==> config.mk <==
export PLATFORM = sky130hd
export DESIGN_NAME = pipelined_regfile_fwd
export DESIGN_NICKNAME = d
export VERILOG_FILES = /design/src/rtl/pipelined_regfile_fwd.sv
export SDC_FILE = /design/constraint.sdc
export NUM_CORES = 1
export LEC_CHECK = 0
export CAP_MARGIN = 20
export CORE_UTILIZATION = 58
export CTS_BUF_LIST = sky130_fd_sc_hd__clkbuf_8 sky130_fd_sc_hd__clkbuf_16
export CTS_CLUSTER_DIAMETER = 150
export DETAILED_ROUTE_END_ITERATION = 10
export MAX_ROUTING_LAYER = met4
export PLACE_DENSITY = 0.84
export SYNTH_ARGS = -nofsm -noshare
export SYNTH_HDL_FRONTEND = slang
export SYNTH_SLANG_ARGS = --single-unit
==> constraint.sdc <==
create_clock -name clk -period 3.05 [get_ports clk]
set_input_delay 0.4575 -clock clk [delete_from_list [all_inputs] [get_ports clk]]
set_output_delay 0.4575 -clock clk [all_outputs]
set_load 0.02 [all_outputs]
==> src/rtl/pipelined_regfile_fwd.sv <==
// Three-stage (decode/fetch, execute, writeback) register-file pipeline with
// optional operand forwarding from the execute and writeback stages.
module pipelined_regfile_fwd #(
    parameter int DW     = 16,
    parameter int AW     = 3,
    parameter bit FWD_EN = 1'b1
) (
    input  logic              clk,
    input  logic              rst,
    input  logic              instr_valid,
    input  logic [3+3*AW-1:0] instr,
    output logic [DW-1:0]     aluout,
    output logic              aluout_valid,
    output logic [AW-1:0]     wb_addr,
    output logic [15:0]       instr_cnt
);
    localparam int NREG = 1 << AW;

    localparam logic [2:0] OP_ADD = 3'b000;
    localparam logic [2:0] OP_SUB = 3'b001;
    localparam logic [2:0] OP_AND = 3'b010;
    localparam logic [2:0] OP_OR  = 3'b011;
    localparam logic [2:0] OP_XOR = 3'b100;
    localparam logic [2:0] OP_SLT = 3'b101;
    localparam logic [2:0] OP_LDI = 3'b110;
    localparam logic [2:0] OP_NOP = 3'b111;

    logic [2:0]    w_op;
    logic [AW-1:0] w_rd;
    logic [AW-1:0] w_rs1;
    logic [AW-1:0] w_rs2;

    assign {w_op, w_rd, w_rs1, w_rs2} = instr;

    logic          r_s1_valid;
    logic [2:0]    r_s1_op;
    logic [AW-1:0] r_s1_rd;
    logic [AW-1:0] r_s1_rs1;
    logic [AW-1:0] r_s1_rs2;

    logic          r_s2_valid;
    logic [2:0]    r_s2_op;
    logic [AW-1:0] r_s2_rd;
    logic [DW-1:0] r_s2_a;
    logic [DW-1:0] r_s2_b;

    logic [DW-1:0] r_rf [NREG];
    logic [DW-1:0] w_alu;
    logic [DW-1:0] w_imm;

    assign w_imm = DW'({r_s1_rs1, r_s1_rs2});

    always_comb begin
        w_alu = r_s2_a;
        case (r_s2_op)
            OP_ADD:  w_alu = r_s2_a + r_s2_b;
            OP_SUB:  w_alu = r_s2_a - r_s2_b;
            OP_AND:  w_alu = r_s2_a & r_s2_b;
            OP_OR:   w_alu = r_s2_a | r_s2_b;
            OP_XOR:  w_alu = r_s2_a ^ r_s2_b;
            OP_SLT:  w_alu = ($signed(r_s2_a) < $signed(r_s2_b)) ? DW'(1) : '0;
            default: w_alu = r_s2_a;
        endcase
    end

    // Operand 0 is rs1, operand 1 is rs2; the nearer (execute) stage wins.
    genvar gi;
    generate
        for (gi = 0; gi < 2; gi++) begin : g_opnd
            logic [AW-1:0] w_src;
            logic [DW-1:0] w_val;

            assign w_src = (gi == 0) ? r_s1_rs1 : r_s1_rs2;

            always_comb begin
                w_val = r_rf[w_src];
                if (FWD_EN && (w_src != '0)) begin
                    if (r_s2_valid && (r_s2_rd == w_src)) begin
                        w_val = w_alu;
                    end else if (aluout_valid && (wb_addr == w_src)) begin
                        w_val = aluout;
                    end
                end
            end
        end
    endgenerate

    always_ff @(posedge clk) begin
        if (!rst) begin
            r_s1_valid   <= 1'b0;
            r_s1_op      <= '0;
            r_s1_rd      <= '0;
            r_s1_rs1     <= '0;
            r_s1_rs2     <= '0;
            r_s2_valid   <= 1'b0;
            r_s2_op      <= '0;
            r_s2_rd      <= '0;
            r_s2_a       <= '0;
            r_s2_b       <= '0;
            aluout       <= '0;
            aluout_valid <= 1'b0;
            wb_addr      <= '0;
            instr_cnt    <= '0;
            for (int i = 0; i < NREG; i++) begin
                r_rf[i] <= '0;
            end
        end else begin
            // NOPs enter as bubbles so they can never be a forwarding source.
            r_s1_valid <= instr_valid && (w_op != OP_NOP);
            r_s1_op    <= w_op;
            r_s1_rd    <= w_rd;
            r_s1_rs1   <= w_rs1;
            r_s1_rs2   <= w_rs2;

            r_s2_valid <= r_s1_valid;
            r_s2_op    <= r_s1_op;
            r_s2_rd    <= r_s1_rd;
            r_s2_a     <= (r_s1_op == OP_LDI) ? w_imm : g_opnd[0].w_val;
            r_s2_b     <= g_opnd[1].w_val;

            aluout_valid <= r_s2_valid;
            if (r_s2_valid) begin
                aluout  <= w_alu;
                wb_addr <= r_s2_rd;
            end

            if (aluout_valid && (instr_cnt != 16'hFFFF)) begin
                instr_cnt <= instr_cnt + 16'd1;
            end
            if (aluout_valid && (wb_addr != '0)) begin
                r_rf[wb_addr] <= aluout;
            end
        end
    end
endmodule

==> results of run 1 <==
final timing paths:
kind	endpoint	slack (ns)	cells past startpoint
setup reg to reg	r_s2_a[15]	0.08	10
hold / removal	r_s2_rd[1]	0.44	1
setup / recovery	r_s2_a[15]	0.08	10
hold reg to reg	r_s2_rd[1]	0.44	1
what timing repair did:
item                                    4_1_cts  5_1_grt
gates resized for setup                       0        8
hold buffers                                  0        0
endpoints found under the setup margin        0       16
buffers inserted                              0        1
layer usage:
metal	GRT usage [%]	vias to the layer above
li1	-	4708
met1	41.0	5128
met2	55.0	706
met3	5.01	172
met4	14.7	0
met5	-	-
Yosys cell counts (7+ instances only):
master	instances	area, um^2
edfxtp_1	128	3840
and2_1	124	776
nor2_1	104	390
dfxtp_1	88	1760
a21oi_1	67	335
mux4_2	61	1370
nand2_1	58	218
inv_1	57	214
o21ai_0	57	285
clkbuf_1	53	199
ha_1	51	638
nor3_1	38	190
mux2i_1	31	310
xnor2_1	26	228
a211oi_1	20	150
nand3_1	19	95.1
buf_2	18	90.1
mux2_2	16	180
o22ai_1	14	87.6
o21ai_1	12	60.1
or3_1	10	62.6
buf_1	8	30.0
nand2b_1	8	50.1
nand4_1	8	50.1
a221oi_1	7	61.3
buf_4	7	52.6
nor2b_1	7	43.8
nor4_1	7	43.8
o211ai_1	7	52.6
o21a_1	7	52.6
final cells by class:
| cell class | count | area [um^2] |
|---|---|---|
| multi-input combinational | 896 | 6980 |
| clock inverter | 15 | 103 |
| inverter | 58 | 218 |
| sequential | 216 | 5610 |
| fill | 1600 | 7010 |
| timing repair buffer | 122 | 1060 |
| tap | 280 | 350 |
| clock buffer | 27 | 631 |
sequential cells by signal (all words and copies together), names as in the netlist:
name          count
aluout_valid      1
r_s1_valid        1
r_s2_rd           3
r_rf            128
instr_cnt        16
aluout           16
r_s2_valid        1
r_s2_op           3
r_s1_op           3
wb_addr           3
r_s2_b           16
r_s2_a           16
r_s1_rd           3
g_opnd.w_src      6
cells by family after synthesis:
kind of cell | after synthesis | synth area share [%]
fa+ha+maj | 53 | 5.18
compound gates | 273 | 14.2
flops | 216 | 42.8
simple gates | 414 | 16.7
xor+xnor | 31 | 2.07
buf+inv | 146 | 4.67
other cells | 1 | 0.0286
mux | 109 | 14.3
per-stage QoR:
step	total power, mW	TNS [ns]	worst slack (ns)
global placement	4.90	0	0.178
CTS	7.61	0	0.154
finish	7.65	0	0.0756
floorplan	4.46	0	0.317
global route	7.90	-0.0615	-0.0292
detailed placement	4.94	0	0.161
power by group through the flow:
stage	Sequential, mW	Combinational [mW]	Clock (mW)
6_report	3.37	1.59	2.69
5_1_grt	3.38	1.71	2.82
4_1_cts	3.36	1.53	2.72
3_5_place_dp	3.42	1.51	0
3_3_place_gp	3.40	1.49	0
2_1_floorplan	3.37	1.09	0
critical path, delay by kind of cell, from the launching register on:
family	cells	cell delay, ns
compound gates	6	1.65
fa+ha+maj	1	0.34
buf+inv	1	0.12
flops	1	0.40
simple gates	2	0.33
==> run metrics, run 1 <==
min-delay src r_s1_rd[1]; via count 10700; Final ANT Viol Nets 0; total global-route track usage 33.4%; status finished, violations left; Core Rows 54; Int Power 5.46 mW; CP max stage delay 0.55 ns; root buf cell clkbuf_16; Final Net Count 1385; crit path time final 2.97 ns; # Max-Cap Violations 0; CP startpoint kind flip-flop; CP Launch Point r_s2_b[1]; Die Y 152 um; maximum vdd drop 0.000491 V; Bufs on Longest Clock Path 3; Top Metal Used met4; Crit Path Max Fanout 4; number of synthesized flops with an enable pin 128; Async SR Flop Fraction 0%; DIE AREA 23200 um^2; type of the worst min-delay path flip-flop to flip-flop; Flop pwr share 44.1%; actual slew at the worst max-slew pin 1.10 ns; ratio of cells with drive above 1 in the final layout 17.2%; met2 WL 18.2 mm; Inserted Diodes 0; Metal-1 WL 14.0 mm; post-DP HPWL 26.8 mm; Die Span X 152 um; final setup fails 0; clock latency on the worst-skew pair 0.51 ns; relative slew slack 26.0%; final std cells w/o fill 1614; Period Utilization, post-route 97.5%; Max stage delay cell, worst path o41ai_2; dpl cells 1571; Synth Flop Type edfxtp_1; WP data required 3.43 ns; synthesized flop and latch total 216; unrepaired setup endpoints after global routing true; Cell Area, Placed 14200 um^2; Via density 6.64; r2r startpoint r_s2_b[1]; final WL 37.7 mm; Netlist cell types 87; first-pass GRT wire length 58.5 mm; Clock transition at path regs 0.06 ns; Port Buffers 50; fin. max-slew vios 0; hold_ws 0.438 ns; critical path, cell by cell inv_1 -> ha_1 -> a211oi_1 -> o21ai_1 -> or3b_1 -> a21o_1 -> nor2_1 -> o21a_1 -> o41ai_2 -> o21ai_1; P_sw 2.19 mW; Comb power frac 20.7%; pin count of the biggest net entering global routing 47; grt ovf 0; # clock sinks 216; Mean Syn Cell Area 10.5 um^2; switching share of power 28.6%; H-tree levels 1; Starting Density 59.6%; CTS buffer count 23; met3 WL 3.87 mm; worst clock skew 0.0132 ns; number of global-route vias before repair 10600; P&R area growth vs syn 14.2%; endpoints failing hold 0; Routability Congestion 0.982; arrival time worst endpoint 3.36 ns; Initial DRC Count 1066; commonest non-fill, non-tap cell in the layout edfxtp_1; drt pass-1 iters 9; DRC 1; Post-Synthesis Cells 1243; violated checks DRC; Seq/Total Area, Yosys 42.8%; post-layout util 68.1%; clock network fraction of total power 35.2%; initial antenna violation count 0; # IOs 51; crit end category flip-flop; Leakage 5.55 nW; DR WL/cell 23.4 um; Layout Cell Area excl Fill 14900 um^2; Synth Warn # 0; fmax 336 MHz; Synth Cell Area 13100 um^2; CORE AREA 22000 um^2; CTS tree built; Pwr per Cell Area 512 nW/um^2; most used cell, CP o21ai_1; Setup CP Type flip-flop to flip-flop; most frequent cells in the layout edfxtp_1, and2_1, nor2_1
Note: power is estimated with default switching activity, not from simulation.
==> run 2: changes to the inputs <==
--- a/config.mk
+++ b/config.mk
@@ -8,3 +8,4 @@
 export CAP_MARGIN = 20
-export CORE_UTILIZATION = 58
+export CORE_MARGIN = 4
+export CORE_UTILIZATION = 54
 export CTS_BUF_LIST = sky130_fd_sc_hd__clkbuf_8 sky130_fd_sc_hd__clkbuf_16
@@ -13,3 +14,3 @@
 export MAX_ROUTING_LAYER = met4
-export PLACE_DENSITY = 0.84
+export PLACE_DENSITY = 0.8
 export SYNTH_ARGS = -nofsm -noshare
==> constraint.sdc (replaced) <==
create_clock -name clk -period 3.05 [get_ports clk]
set_input_delay 0.305 -clock clk [delete_from_list [all_inputs] [get_ports clk]]
set_output_delay 0.305 -clock clk [all_outputs]
set_load 0.02 [all_outputs]
==> run metrics, run 2 (synthesized netlist as in run 1, its figures left out) <==
R2R setup slack 0.15 ns (was 0.08 ns); worst clock skew 0.00929 ns (was 0.0132 ns); Int Power 5.89 mW (was 5.46 mW); # IOs 51 (unchanged); DRC 0 (was 1); Leakage 5.61 nW (was 5.55 nW); CTS tree built (unchanged); P_sw 2.22 mW (was 2.19 mW); Layout Cell Area excl Fill 15200 um^2 (was 14900 um^2); endpoints failing hold 0 (unchanged); setup TNS 0 ns (unchanged); root buf cell clkbuf_16 (unchanged); arrival time worst endpoint 3.35 ns (was 3.36 ns); type of the worst min-delay path primary input to flip-flop (was flip-flop to flip-flop); Core Rows 56 (was 54); Cell Area, Placed 14200 um^2 (about the same); worst r2r path cells 10 (unchanged); Final ANT Viol Nets 0 (unchanged); Clock transition at path regs 0.06 ns (about the same); CTS buffer count 24 (was 23); crit path time final 2.90 ns (was 2.97 ns); Hold Buf Count CTS 0 (unchanged); actual slew at the worst max-slew pin 0.999 ns (was 1.10 ns); final setup fails 0 (unchanged); Via density 6.31 (was 6.64); # Max-Cap Violations 0 (unchanged); CP startpoint kind flip-flop (unchanged); maximum vdd drop 0.000467 V (was 0.000491 V); first-pass GRT wire length 57.5 mm (was 58.5 mm); Top reg by flops r_rf (unchanged); number of global-route vias before repair 10400 (was 10600); ratio of cells with drive above 1 in the final layout 17.7% (was 17.2%); most frequent cells in the layout edfxtp_1, and2_1, nor2_1 (unchanged); Setup CP Type flip-flop to flip-flop (unchanged); CORE AREA 23700 um^2 (was 22000 um^2); DIE AREA 26800 um^2 (was 23200 um^2); Routability Congestion 0.961 (was 0.982); Final Net Count 1385 (unchanged); relative slew slack 33.0% (was 26.0%); Bufs on Longest Clock Path 3 (unchanged); via count 10400 (was 10700); final total power 8.11 mW (was 7.65 mW); Hold Path Cell Cnt 3 (was 1); WP data required 3.50 ns (was 3.43 ns); crit end category flip-flop (unchanged); DR WL/cell 22.3 um (was 23.4 um); number of flip-flops in the largest register 128 (unchanged); commonest non-fill, non-tap cell in the layout edfxtp_1 (unchanged); # clock sinks 216 (unchanged); Period Utilization, post-route 95.1% (was 97.5%); pin count of the biggest net entering global routing 53 (was 47); clock latency on the worst-skew pair 0.52 ns (was 0.51 ns); Starting Density 55.3% (was 59.6%); fmax 345 MHz (was 336 MHz); Port Buffers 50 (unchanged); Flop pwr share 41.4% (was 44.1%); Die Span X 164 um (was 152 um); P&R area growth vs syn 15.8% (was 14.2%); WHS Endpoint r_s1_valid (was r_s2_rd[1]); status finished clean (was finished, violations left); clock network fraction of total power 39.1% (was 35.2%); final WL 36.9 mm (was 37.7 mm); Crit Path Max Fanout 7 (was 4); hold_ws 0.350 ns (was 0.438 ns); Initial DRC Count 1209 (was 1066); drt pass-1 iters 6 (was 9); grt ovf 0 (unchanged); unrepaired setup endpoints after global routing false (was true); initial antenna violation count 0 (unchanged); switching share of power 27.4% (was 28.6%); Comb power frac 19.5% (was 20.7%); Die Y 164 um (was 152 um); H-tree levels 1 (unchanged); Pwr per Cell Area 535 nW/um^2 (was 512 nW/um^2); post-DP HPWL 26.8 mm (about the same); total global-route track usage 28.2% (was 33.4%); min-delay src instr_valid (was r_s1_rd[1]); fin. max-slew vios 0 (unchanged); r2r startpoint r_s2_a[2] (was r_s2_b[1]); Inserted Diodes 0 (unchanged); RR Endpoint r_s2_a[10] (was r_s2_a[15])
run 2: how the worst max path moves through the flow:
stage | start | endpoint | slack, ns | cells after the start
floorplan | aluout_valid | r_rf[7][0] | 0.32 | 4
global placement | r_s2_b[0] | r_s2_b[8] | 0.26 | 11
detailed placement | r_s2_a[3] | r_s2_b[0] | 0.16 | 11
CTS | r_s2_a[3] | r_s2_b[0] | 0.12 | 11
global route | r_s2_a[6] | aluout[11] | 0.02 | 11
finish | r_s2_a[2] | r_s2_a[10] | 0.15 | 10
run 2: through the flow:
| stage | utilization (%) | cells | setup slack, ns |
|---|---|---|---|
| 6_report | 64.0 | 1654 | 0.148 |
| 5_1_grt | 64.0 | 1654 | 0.0241 |
| 4_1_cts | 63.8 | 1652 | 0.120 |
| 3_5_place_dp | 60.0 | 1608 | 0.158 |
| 3_3_place_gp | 60.0 | 1608 | 0.265 |
| 2_1_floorplan | - | 1258 | 0.317 |
run 2: cell type report:
type,count,area [um^2]
clock buffers,27,664
clock inverters,17,218
fillers,1813,8520
inverters,58,218
multi-input cells,896,6980
flip-flops and latches,216,5610
well taps,319,399
repair buffers,121,1070
run 2: timing repair:
item | in CTS | in global routing
gates resized for setup | 0 | 10
setup buffers | 0 | 1
endpoints found under the setup margin | 0 | 13
run 2: routing by layer:
layer | vias up | part of all wire (%) | track usage, %
met5 | - | 0 | -
met4 | 0 | 3.6 | 11.1
met3 | 103 | 8.9 | 3.41
met2 | 587 | 48 | 45.2
met1 | 5029 | 39 | 37.0
li1 | 4723 | - | -
run 2: power groups by stage:
stage | clock network [mW] | logic [mW] | registers, mW
floorplan | 0 | 1.09 | 3.37
global placement | 0 | 1.50 | 3.40
detailed placement | 0 | 1.51 | 3.41
CTS | 3.21 | 1.53 | 3.35
global route | 3.34 | 1.70 | 3.37
finish | 3.17 | 1.58 | 3.36
run 2: critical path, stage by stage (launching register included):
cell     delay, ns
dfxtp_1       0.39
inv_1         0.06
ha_1          0.40
nor2b_4       0.17
o31a_1        0.30
o221a_2       0.27
o41ai_2       0.24
mux2_1        0.38
o22ai_1       0.33
a22oi_1       0.15
a21oi_1       0.15
==> run 3: changes to the inputs <==
Settings changed: CTS_BUF_LIST sky130_fd_sc_hd__clkbuf_8 sky130_fd_sc_hd__clkbuf_16 to sky130_fd_sc_hd__clkbuf_8, SETUP_SLACK_MARGIN set to 0.2.
==> run metrics, run 3 (synthesized netlist as in run 1, its figures left out) <==
status finished clean (unchanged); Int Power 5.19 mW (was 5.89 mW); type of the worst min-delay path primary input to flip-flop (unchanged); Routability Congestion 0.961 (unchanged); final total power 7.41 mW (was 8.11 mW); endpoints failing hold 0 (unchanged); number of flip-flops in the largest register 128 (unchanged); CP startpoint kind flip-flop (unchanged); fin. max-slew vios 0 (unchanged); unrepaired setup endpoints after global routing false (unchanged); maximum vdd drop 0.000390 V (was 0.000467 V); R2R setup slack 0.26 ns (was 0.15 ns); most frequent cells in the layout edfxtp_1, and2_1, nor2_1 (unchanged); # clock sinks 216 (unchanged); DR WL/cell 22.3 um (about the same); clock network fraction of total power 32.4% (was 39.1%); # IOs 51 (unchanged); crit path time final 2.79 ns (was 2.90 ns); Pwr per Cell Area 491 nW/um^2 (was 535 nW/um^2); switching share of power 30.0% (was 27.4%); H-tree levels 2 (was 1); hold_ws 0.361 ns (was 0.350 ns); DIE AREA 26800 um^2 (unchanged); actual slew at the worst max-slew pin 0.972 ns (was 0.999 ns); final std cells w/o fill 1673 (was 1654); Port Buffers 50 (unchanged); Clock transition at path regs 0.06 ns (about the same); worst clock skew 0.0233 ns (was 0.00929 ns); via count 10500 (was 10400); Die Span X 164 um (unchanged); Die Y 164 um (unchanged); Setup CP Type flip-flop to flip-flop (unchanged); final worst slack 0.261 ns (was 0.148 ns); worst r2r path cells 10 (unchanged); arrival time worst endpoint 3.19 ns (was 3.35 ns); Flop pwr share 45.4% (was 41.4%); total global-route track usage 28.5% (was 28.2%); Register Area 5610 um^2 (about the same); Bufs on Longest Clock Path 3 (unchanged); pre-CTS WS 0.158 ns (unchanged); Hold Path Cell Cnt 3 (unchanged); grt ovf 0 (unchanged); Comb power frac 22.2% (was 19.5%); Top reg by flops r_rf (unchanged); Leakage 5.59 nW (was 5.61 nW); Initial DRC Count 1257 (was 1209); crit end category flip-flop (unchanged); Layout Cell Area excl Fill 15100 um^2 (was 15200 um^2); Multi-input gate area 7120 um^2 (was 6980 um^2); # Max-Cap Violations 0 (unchanged); final setup fails 0 (unchanged); drt pass-1 iters 6 (unchanged); root buf cell clkbuf_8 (was clkbuf_16); WP data required 3.46 ns (was 3.50 ns); fmax 359 MHz (was 345 MHz); pin count of the biggest net entering global routing 53 (unchanged); P_sw 2.22 mW (about the same); Starting Density 55.3% (unchanged); Final Net Count 1397 (was 1385); number of global-route vias before repair 10500 (was 10400); dpl cells 1608 (unchanged); relative slew slack 34.8% (was 33.0%); CORE AREA 23700 um^2 (unchanged); Core Rows 56 (unchanged); ratio of cells with drive above 1 in the final layout 19.2% (was 17.7%); Fillers 1850 (was 1813); initial antenna violation count 0 (unchanged); Via density 6.29 (was 6.31); Inserted Diodes 0 (unchanged); post-layout util 63.7% (was 64.0%); DRC 0 (unchanged); CTS tree built (unchanged); CTS buffer count 36 (was 24); final WL 37.3 mm (was 36.9 mm); clock latency on the worst-skew pair 0.54 ns (was 0.52 ns); commonest non-fill, non-tap cell in the layout edfxtp_1 (unchanged); Crit Path Max Fanout 7 (unchanged); P&R area growth vs syn 15.2% (was 15.8%); Period Utilization, post-route 91.4% (was 95.1%); first-pass GRT wire length 58.0 mm (was 57.5 mm); setup TNS 0 ns (unchanged); Cell Area, Placed 14200 um^2 (unchanged); Final ANT Viol Nets 0 (unchanged); post-DP HPWL 26.8 mm (unchanged)
-- run 3: changes by cell type in the layout (fill, tap and decap cells not counted), sizes merged --
cell,change
clkinv,-6
clkinvlp,+1
bufinv,-5
clkbuf,+15
inv,+14
-- run 3: repair_timing --
action                                  CTS  global route
pin swaps                                 3             8
cloned                                    0             0
resized for setup                         3            36
hold buffers                              0             0
hold endpoints to repair                  0             0
buffers inserted                          0             1
endpoints found under the setup margin    7            35
-- run 3: layer usage --
layer	GRT usage (%)	up-vias	wire length [um]
met2	46.4	599	18000
li1	-	4735	-
met3	4.62	110	3300
met5	-	-	0
met4	10.4	0	1250
met1	36.5	5085	14700
-- run 3: worst max-delay path, cell delays in order, from the launching register on --
cell and delay, ns:
dfxtp_1 0.38, inv_1 0.06, ha_2 0.34, nor2b_4 0.15, o31a_1 0.35, o311ai_2 0.30
a311oi_1 0.17, a311oi_2 0.33, o22a_2 0.23, nor2_1 0.05, nor3_1 0.30
-- run 3: power groups by stage --
stage          Clock (mW)  Sequential, mW  Combinational, mW
6_report             2.40            3.36               1.65
5_1_grt              2.56            3.38               1.77
4_1_cts              2.42            3.35               1.53
3_5_place_dp            0            3.41               1.51
3_3_place_gp            0            3.40               1.50
2_1_floorplan           0            3.37               1.09
-- run 3: final timing paths --
path | start | endpoint
worst max register to register | r_s2_a[2] | r_s2_b[8]
worst min-delay path | instr_valid | r_s1_valid
worst max-delay path | r_s2_a[2] | r_s2_b[8]
worst min register to register | r_s1_rd[2] | r_s2_rd[2]
-- run 3: area by class of cell --
type,instances,area share (%)
Multi-Input combinational cell,896,47.2
Tap cell,319,2.65
Clock inverter,21,0.589
Inverter,58,1.44
Timing Repair Buffer,121,7.07
Clock buffer,42,3.83
Sequential cell,216,37.2
